<file path="config.mk">
export PLATFORM = sky130hd
export DESIGN_NAME = booth_wallace_mult_pipe
export DESIGN_NICKNAME = d
export VERILOG_FILES = /design/src/rtl/booth_wallace_mult_pipe.sv
export SDC_FILE = /design/constraint.sdc
export NUM_CORES = 1
export LEC_CHECK = 0
export CORE_UTILIZATION = 65
export DETAILED_ROUTE_END_ITERATION = 10
export GPL_TIMING_DRIVEN = 0
export PLACE_DENSITY = 0.85
export SYNTH_ARGS = -nofsm -noshare
export SYNTH_HDL_FRONTEND = slang
export SYNTH_SLANG_ARGS = --single-unit
</file>
<file path="constraint.sdc">
create_clock -name clk -period 6.85 [get_ports clk]
set_input_delay 1.37 -clock clk [delete_from_list [all_inputs] [get_ports clk]]
set_output_delay 1.37 -clock clk [all_outputs]
set_load 0.05 [all_outputs]
</file>
<file path="src/rtl/booth_wallace_mult_pipe.sv">
// Three-stage radix-4 Booth / Wallace-tree signed multiplier with valid/ready handshake and sideband tag.
// Define MULT_ROUND_EN to round the product half-up when OUT_W < 2*WIDTH; otherwise it is truncated.
module booth_wallace_mult_pipe #(
    parameter int unsigned WIDTH = 16,
    parameter int unsigned OUT_W = 2 * WIDTH,
    parameter int unsigned TAG_W = 4
) (
    input  logic             clk,
    input  logic             rst,
    input  logic             in_valid,
    output logic             in_ready,
    input  logic [WIDTH-1:0] a,
    input  logic [WIDTH-1:0] b,
    input  logic [TAG_W-1:0] in_tag,
    output logic             out_valid,
    input  logic             out_ready,
    output logic [OUT_W-1:0] p,
    output logic [TAG_W-1:0] out_tag
);

    localparam int unsigned PW   = 2 * WIDTH;
    localparam int unsigned ND   = WIDTH / 2;
    localparam int unsigned NR   = ND + 1;
    localparam int unsigned SH   = PW - OUT_W;
    localparam int unsigned SHM1 = (SH == 0) ? 0 : SH - 1;
`ifdef MULT_ROUND_EN
    localparam logic [PW-1:0] RND = (SH == 0) ? '0 : (PW'(1) << SHM1);
`else
    localparam logic [PW-1:0] RND = '0;
`endif

    logic             w_adv;
    logic [WIDTH:0]   w_bx;
    logic [PW-1:0]    w_ax;
    logic [PW-1:0]    w_pp [NR];
    logic [PW-1:0]    w_c;
    logic [PW-1:0]    w_s;

    logic             r_v1, r_v2, r_v3;
    logic [TAG_W-1:0] r_t1, r_t2, r_t3;
    logic [PW-1:0]    r_pp [NR];
    logic [PW-1:0]    r_c, r_s;
    logic [OUT_W-1:0] r_p;

    assign w_adv     = !r_v3 || out_ready;
    assign in_ready  = w_adv;
    assign out_valid = r_v3;
    assign p         = r_p;
    assign out_tag   = r_t3;

    assign w_bx = {b, 1'b0};
    assign w_ax = {{WIDTH{a[WIDTH-1]}}, a};

    // Booth row selection; negated rows are stored inverted and the +1 lands in the last (correction) row
    always_comb begin
        logic [2:0]    trip;
        logic [PW-1:0] mag;
        logic          neg;
        trip = '0;
        mag  = '0;
        neg  = 1'b0;
        for (int unsigned k = 0; k < NR; k++) begin
            w_pp[k] = '0;
        end
        for (int unsigned i = 0; i < ND; i++) begin
            trip = w_bx[2*i +: 3];
            case (trip)
                3'b001, 3'b010, 3'b101, 3'b110: mag = w_ax;
                3'b011, 3'b100:                 mag = w_ax << 1;
                default:                        mag = '0;
            endcase
            neg = trip[2] && (trip != 3'b111);
            w_pp[i]     = (neg ? ~mag : mag) << (2 * i);
            w_pp[ND][2*i] = neg;
        end
    end

    // Wallace reduction: each level compresses every full triple of rows with 3:2 counters
    always_comb begin
        logic [PW-1:0] cur [NR];
        logic [PW-1:0] nxt [NR];
        int unsigned   cnt, ng, rem;
        cur = r_pp;
        nxt = r_pp;
        cnt = NR;
        ng  = 0;
        rem = 0;
        for (int unsigned l = 0; l < NR; l++) begin
            nxt = cur;
            if (cnt > 2) begin
                ng  = cnt / 3;
                rem = cnt % 3;
                for (int unsigned g = 0; g < NR / 3; g++) begin
                    if (g < ng) begin
                        nxt[2*g]   = cur[3*g] ^ cur[3*g+1] ^ cur[3*g+2];
                        nxt[2*g+1] = ((cur[3*g] & cur[3*g+1]) | (cur[3*g] & cur[3*g+2])
                                     | (cur[3*g+1] & cur[3*g+2])) << 1;
                    end
                end
                for (int unsigned k = 0; k < 2; k++) begin
                    if (k < rem) begin
                        nxt[2*ng+k] = cur[3*ng+k];
                    end
                end
                cnt = 2 * ng + rem;
            end
            cur = nxt;
        end
        w_s = cur[0];
        w_c = cur[1];
    end

    // Lock-step pipeline: all stages advance together or hold together
    always_ff @(posedge clk) begin
        if (rst) begin
            r_v1 <= 1'b0;
            r_v2 <= 1'b0;
            r_v3 <= 1'b0;
            r_t1 <= '0;
            r_t2 <= '0;
            r_t3 <= '0;
            r_pp <= '{default: '0};
            r_c  <= '0;
            r_s  <= '0;
            r_p  <= '0;
        end else if (w_adv) begin
            r_v1 <= in_valid;
            r_t1 <= in_tag;
            r_pp <= w_pp;
            r_v2 <= r_v1;
            r_t2 <= r_t1;
            r_c  <= w_c;
            r_s  <= w_s;
            r_v3 <= r_v2;
            r_t3 <= r_t2;
            r_p  <= OUT_W'((r_c + r_s + RND) >> SH);
        end
    end

endmodule
</file>
### After elaboration in Yosys (flattened, before gate mapping)

Cells that the tools add are included.
Widths: inputs -> output; s select.

* flip-flop bits (word level): 318
* bits of input ports: 40
* output and inout bits: 38
* word-level logic and storage cells: 168

* $add $sub $neg: 1
* eq/ne operators: 52
* multiplexer cells: 16
* bitwise logic cells: 57
* reductions and logical operators: 24

Operators with widths (number)
* $and 31x31->31: 19
* $or 31x31->31: 14
* $xor 32x32->32: 13
* $pmux 32 s2: 1
* $eq 3x3->1 const B: 21
* $and 31x15->31: 2
* $pmux 30 s2: 1
* $pmux 28 s2: 1
* $pmux 26 s2: 1
* $pmux 24 s2: 1
* $pmux 22 s2: 1
* $eq 3x2->1 const B: 14
* $pmux 20 s2: 1
* $pmux 18 s2: 1
* $add 32x32->32: 1
* $mux 32: 1
* $not 32->32: 1
* $xor 32x15->32: 1
* $mux 30: 1
* $not 30->30: 1
* $mux 28: 1
* $not 28->28: 1
* $reduce_or 4->1: 7
* $mux 26: 1
* other kinds (17): 43

### Longest topological paths before layout

Gate-level depths: netlist (run 1).

* depth after elaboration: 12
* gate-level depth with buffers: 10
* mapped depth without buffers: 10

### Least setup slack after synthesis (run 1)

Ideal clock, no wire load.

* path kind: input-to-output
* from: in out_ready
* to: out in_ready
* arrival time: 2.433 ns
* data required time: 5.480 ns
* path slack: 3.047 ns
* stages: 4
* path buffers: 2
* cell sequence: nor2b_1 inv_1 clkbuf_1 clkbuf_1

* word-level cells in the longest chain between the ends: 1

RTL lines
* from (decl): line 16 `input logic out_ready,`
* $logic_or 1x1->1: line 45 `assign w_adv = !r_v3 || out_ready;`
* to (decl): line 11 `output logic in_ready,`

Every way passes these cells.

### Final worst setup path (run 1)

Ends and elaborated chain as after synthesis.

==> impl_metrics.json, run 1 <==
{
  "fin_setup_tns_ns": 0,
  "outcome": "finished, final reports clean",
  "fillers": 1784,
  "required_ns": 5.48,
  "ys_seq_area_share_pct": 29.9,
  "synth_seq_cells": 251,
  "crit_path_end_kind": "output pin",
  "first_global_vias": 15300,
  "yosysMostFrequentCell": "nand2_1",
  "worst_setup_path_start_kind": "input port",
  "routedWlPerCell_um": 23.1,
  "timing.final.crit_share_pct": 87.5,
  "stdcell_area_mm2": 0.0190,
  "row_count": 58,
  "worst-setup-path-type": "in -> out",
  "critPathSlowestCell": "clkdlybuf4s50_1",
  "io_buffers": 70,
  "tightest_slew_ns": 1.41,
  "synth_edf_count": 0,
  "drtAntennaViolNets": 0,
  "cts_resized": 0,
  "cts_made_buffers": 27,
  "holdBufCountCts": 0,
  "cpLargestDelayFamily": "buffers and inverters",
  "p_per_area_mw_per_mm2": 317,
  "hold_viol": 0,
  "met1_length_mm": 22.1,
  "routed.top_layer": "met4",
  "clkTransAtPathRegs_ns": 0.06,
  "die_h_um": 163,
  "synth_cells": 2091,
  "period_minus_slack_ns": 5.99,
  "clockBufferDepth": 3,
  "yosys-top-cells-area": "dfxtp_1, fa_1, nand2_1",
  "place_area_mm2": 0.0179,
  "synthTopCellsByCount": "nand2_1, dfxtp_1, nor2_1",
  "synth_flop_cell": "dfxtp_1",
  "ir_drop_mv": 0.338,
  "dr_wl_met2_mm": 26.1,
  "fmax_ghz": 0.167,
  "critical_path.cell_chain": "clkdlybuf4s50_1, nor2b_1, inv_1, clkbuf_1, clkbuf_1, clkdlybuf4s50_1",
  "antenna_found_initial": 1,
  "rsz0062_at_grt": "no",
  "syn_avg_cell_area_um2": 8.05,
  "core_mm2": 0.0253,
  "total_power_uw": 6010,
  "drive_above_1_share_pct": 3.21,
  "max_stage_delay_ns": 0.96,
  "io_pins": 78,
  "tritoncts": "yes",
  "slew_viol_final": 0,
  "drc": 0,
  "die_area_mm2": 0.0265,
  "yosysUniqueCellTypes": 62,
  "ff_latch_area_mm2": 0.00502,
  "post_cts_buffers": 0,
  "async_flop_share_pct": 0,
  "p_leak_uw": 0.00773,
  "max_cap_violations": 0,
  "cts_root_buf": "clkbuf_16",
  "drtPass1Iterations": 6,
  "grt_overflow": 0,
  "post_drt_via_cell_ratio": 6.28,
  "multi_input_area_mm2": 0.0104,
  "syn_to_final_growth_pct": 12.7,
  "vias": 16000,
  "cp_max_fo": 10,
  "netlist_area_mm2": 0.0168,
  "met3_length_mm": 6.54,
  "setup_violations": 0,
  "clkSinkCount": 251,
  "yosys.area.top_type": "dfxtp_1",
  "initial_core_util_pct": 66.6,
  "grt_max_degree": 15,
  "routed_wl_mm": 58.6,
  "grt_pass1_wl_mm": 87.6,
  "dieWidth_um": 163,
  "relSlewSlack_pct": 3.42,
  "syn-num-nets": 2320,
  "drt_iter0_markers": 1900,
  "insertedDiodeCount": 0,
  "ctsHtreeMaxLevel": 1,
  "synth_top_cell_area_share_pct": 29.9,
  "cp.arrival_ns": 4.62,
  "dp_hpwl_mm": 44.6,
  "clk-insertion-delay-late_ns": 0.56,
  "track_usage_pct": 44.1,
  "yosysWarnings": 0,
  "min_path_type": "reg -> reg",
  "place.gp.congestion": 1.06,
  "clock_skew_ns": 0.0158,
  "nets": 2419,
  "cp_num_buf_inv": 5
}
## metrics by stage
step                      setup slack [ns]  hold slack (ns)  utilization, %  std cells
after floorplan                       3.05            0.432               -       2091
after global placement                1.04            0.436            71.1       2491
after detailed placement              1.01            0.445            71.1       2491
after CTS                            0.962            0.452            75.1       2541
after global routing                 0.823            0.465            75.1       2541
final                                0.858            0.450            75.1       2541
## report_power, final
group / total, µW / switching, µW / internal, µW
Combinational: 2480 / 1550 / 930
Clock: 1690 / 646 / 1040
Sequential: 1840 / 141 / 1700
## layout by cell type (no fill, tap or decap), types with 3 or more instances in the layout
cell type,synthesis,routed
clkinv_2,0,7
bufinv_16,0,7
o21ai_0,41,41
nor2_1,234,234
nand3b_1,4,4
a21oi_1,178,178
xor2_1,27,27
o21bai_1,3,3
buf_1,24,24
a211oi_1,91,91
clkbuf_8,0,5
nand3_1,14,14
xnor2_1,117,117
nand2b_1,16,16
nor3_1,66,66
a2111oi_0,43,43
or3_1,3,3
o211ai_1,27,27
nor3b_1,6,6
o21ai_1,8,8
ha_1,72,72
and3_1,15,15
a31oi_1,5,5
dfxtp_1,251,251
o21a_1,5,5
o22ai_1,26,26
buf_2,11,11
a21o_1,5,5
nand4_1,8,8
fa_1,117,117
nor2b_1,6,6
clkbuf_1,136,137
nand2_1,279,279
clkdlybuf4s50_1,0,70
clkbuf_16,0,27
inv_1,201,201
a22oi_1,16,16
a211o_1,3,3
## logic make-up after synthesis
group / after synthesis / synth area share (%)
muxes: 3 / 0.193
and+or+nand+nor: 659 / 16.5
buffers and inverters: 372 / 8.38
xor gates and xnor gates: 144 / 7.49
AOI/OAI and AO/OA: 473 / 18.4
adders and majority gates: 189 / 19.3
DFF: 251 / 29.9
## flip-flops by register name (all words and copies together) (netlist names)
name / cells
out_tag: 4
r_c: 28
r_s: 32
p: 32
out_valid: 1
r_t1: 4
r_v1: 1
r_t2: 4
r_v2: 1
r_pp: 144
## worst reg2reg max path, stage by stage (launching register included)
cell     delay, ns
dfxtp_1       0.35
fa_1          0.83
inv_1         0.18
fa_1          0.51
inv_1         0.22
fa_1          0.48
fa_1          0.50
nand2_1       0.13
a21oi_1       0.09
## area by class of cell
type	count	share of cell area, %
multi-input cells	1468	54.8
repair buffers	70	3.69
clock buffers	33	3.94
clock inverters	17	1.48
flip-flops and latches	251	26.5
plain buffers	171	3.46
inverters	201	3.98
well taps	330	2.18
## layer usage
| metal | GRT usage, % | up-vias |
|---|---|---|
| li1 | - | 7173 |
| met1 | 55.2 | 7444 |
| met2 | 70.0 | 1085 |
| met3 | 10.1 | 264 |
| met4 | 25.2 | 0 |
| met5 | 0 | - |
## worst paths after layout
check	startpoint	endpoint	slack, ns	depth (start not counted)
setup / recovery	out_ready	in_ready	0.86	6
hold reg to reg	p[19]$_SDFFE_PP0P_	p[19]$_SDFFE_PP0P_	0.45	2
setup reg to reg	r_pp[222]$_SDFFE_PP0P_	r_c[31]$_SDFFE_PP0P_	3.44	8
hold / removal	p[19]$_SDFFE_PP0P_	p[19]$_SDFFE_PP0P_	0.45	2
Note: power is estimated with default switching activity, not from simulation.
==> run 2, diff against run 1 <==
--- a/config.mk
+++ b/config.mk
@@ -12,3 +12,4 @@
 export SYNTH_ARGS = -nofsm -noshare
 export SYNTH_HDL_FRONTEND = slang
 export SYNTH_SLANG_ARGS = --single-unit
+export TNS_END_PERCENT = 1
==> results of run 2 <==
The final DEF is identical to that of run 1; final timing and power are the same.
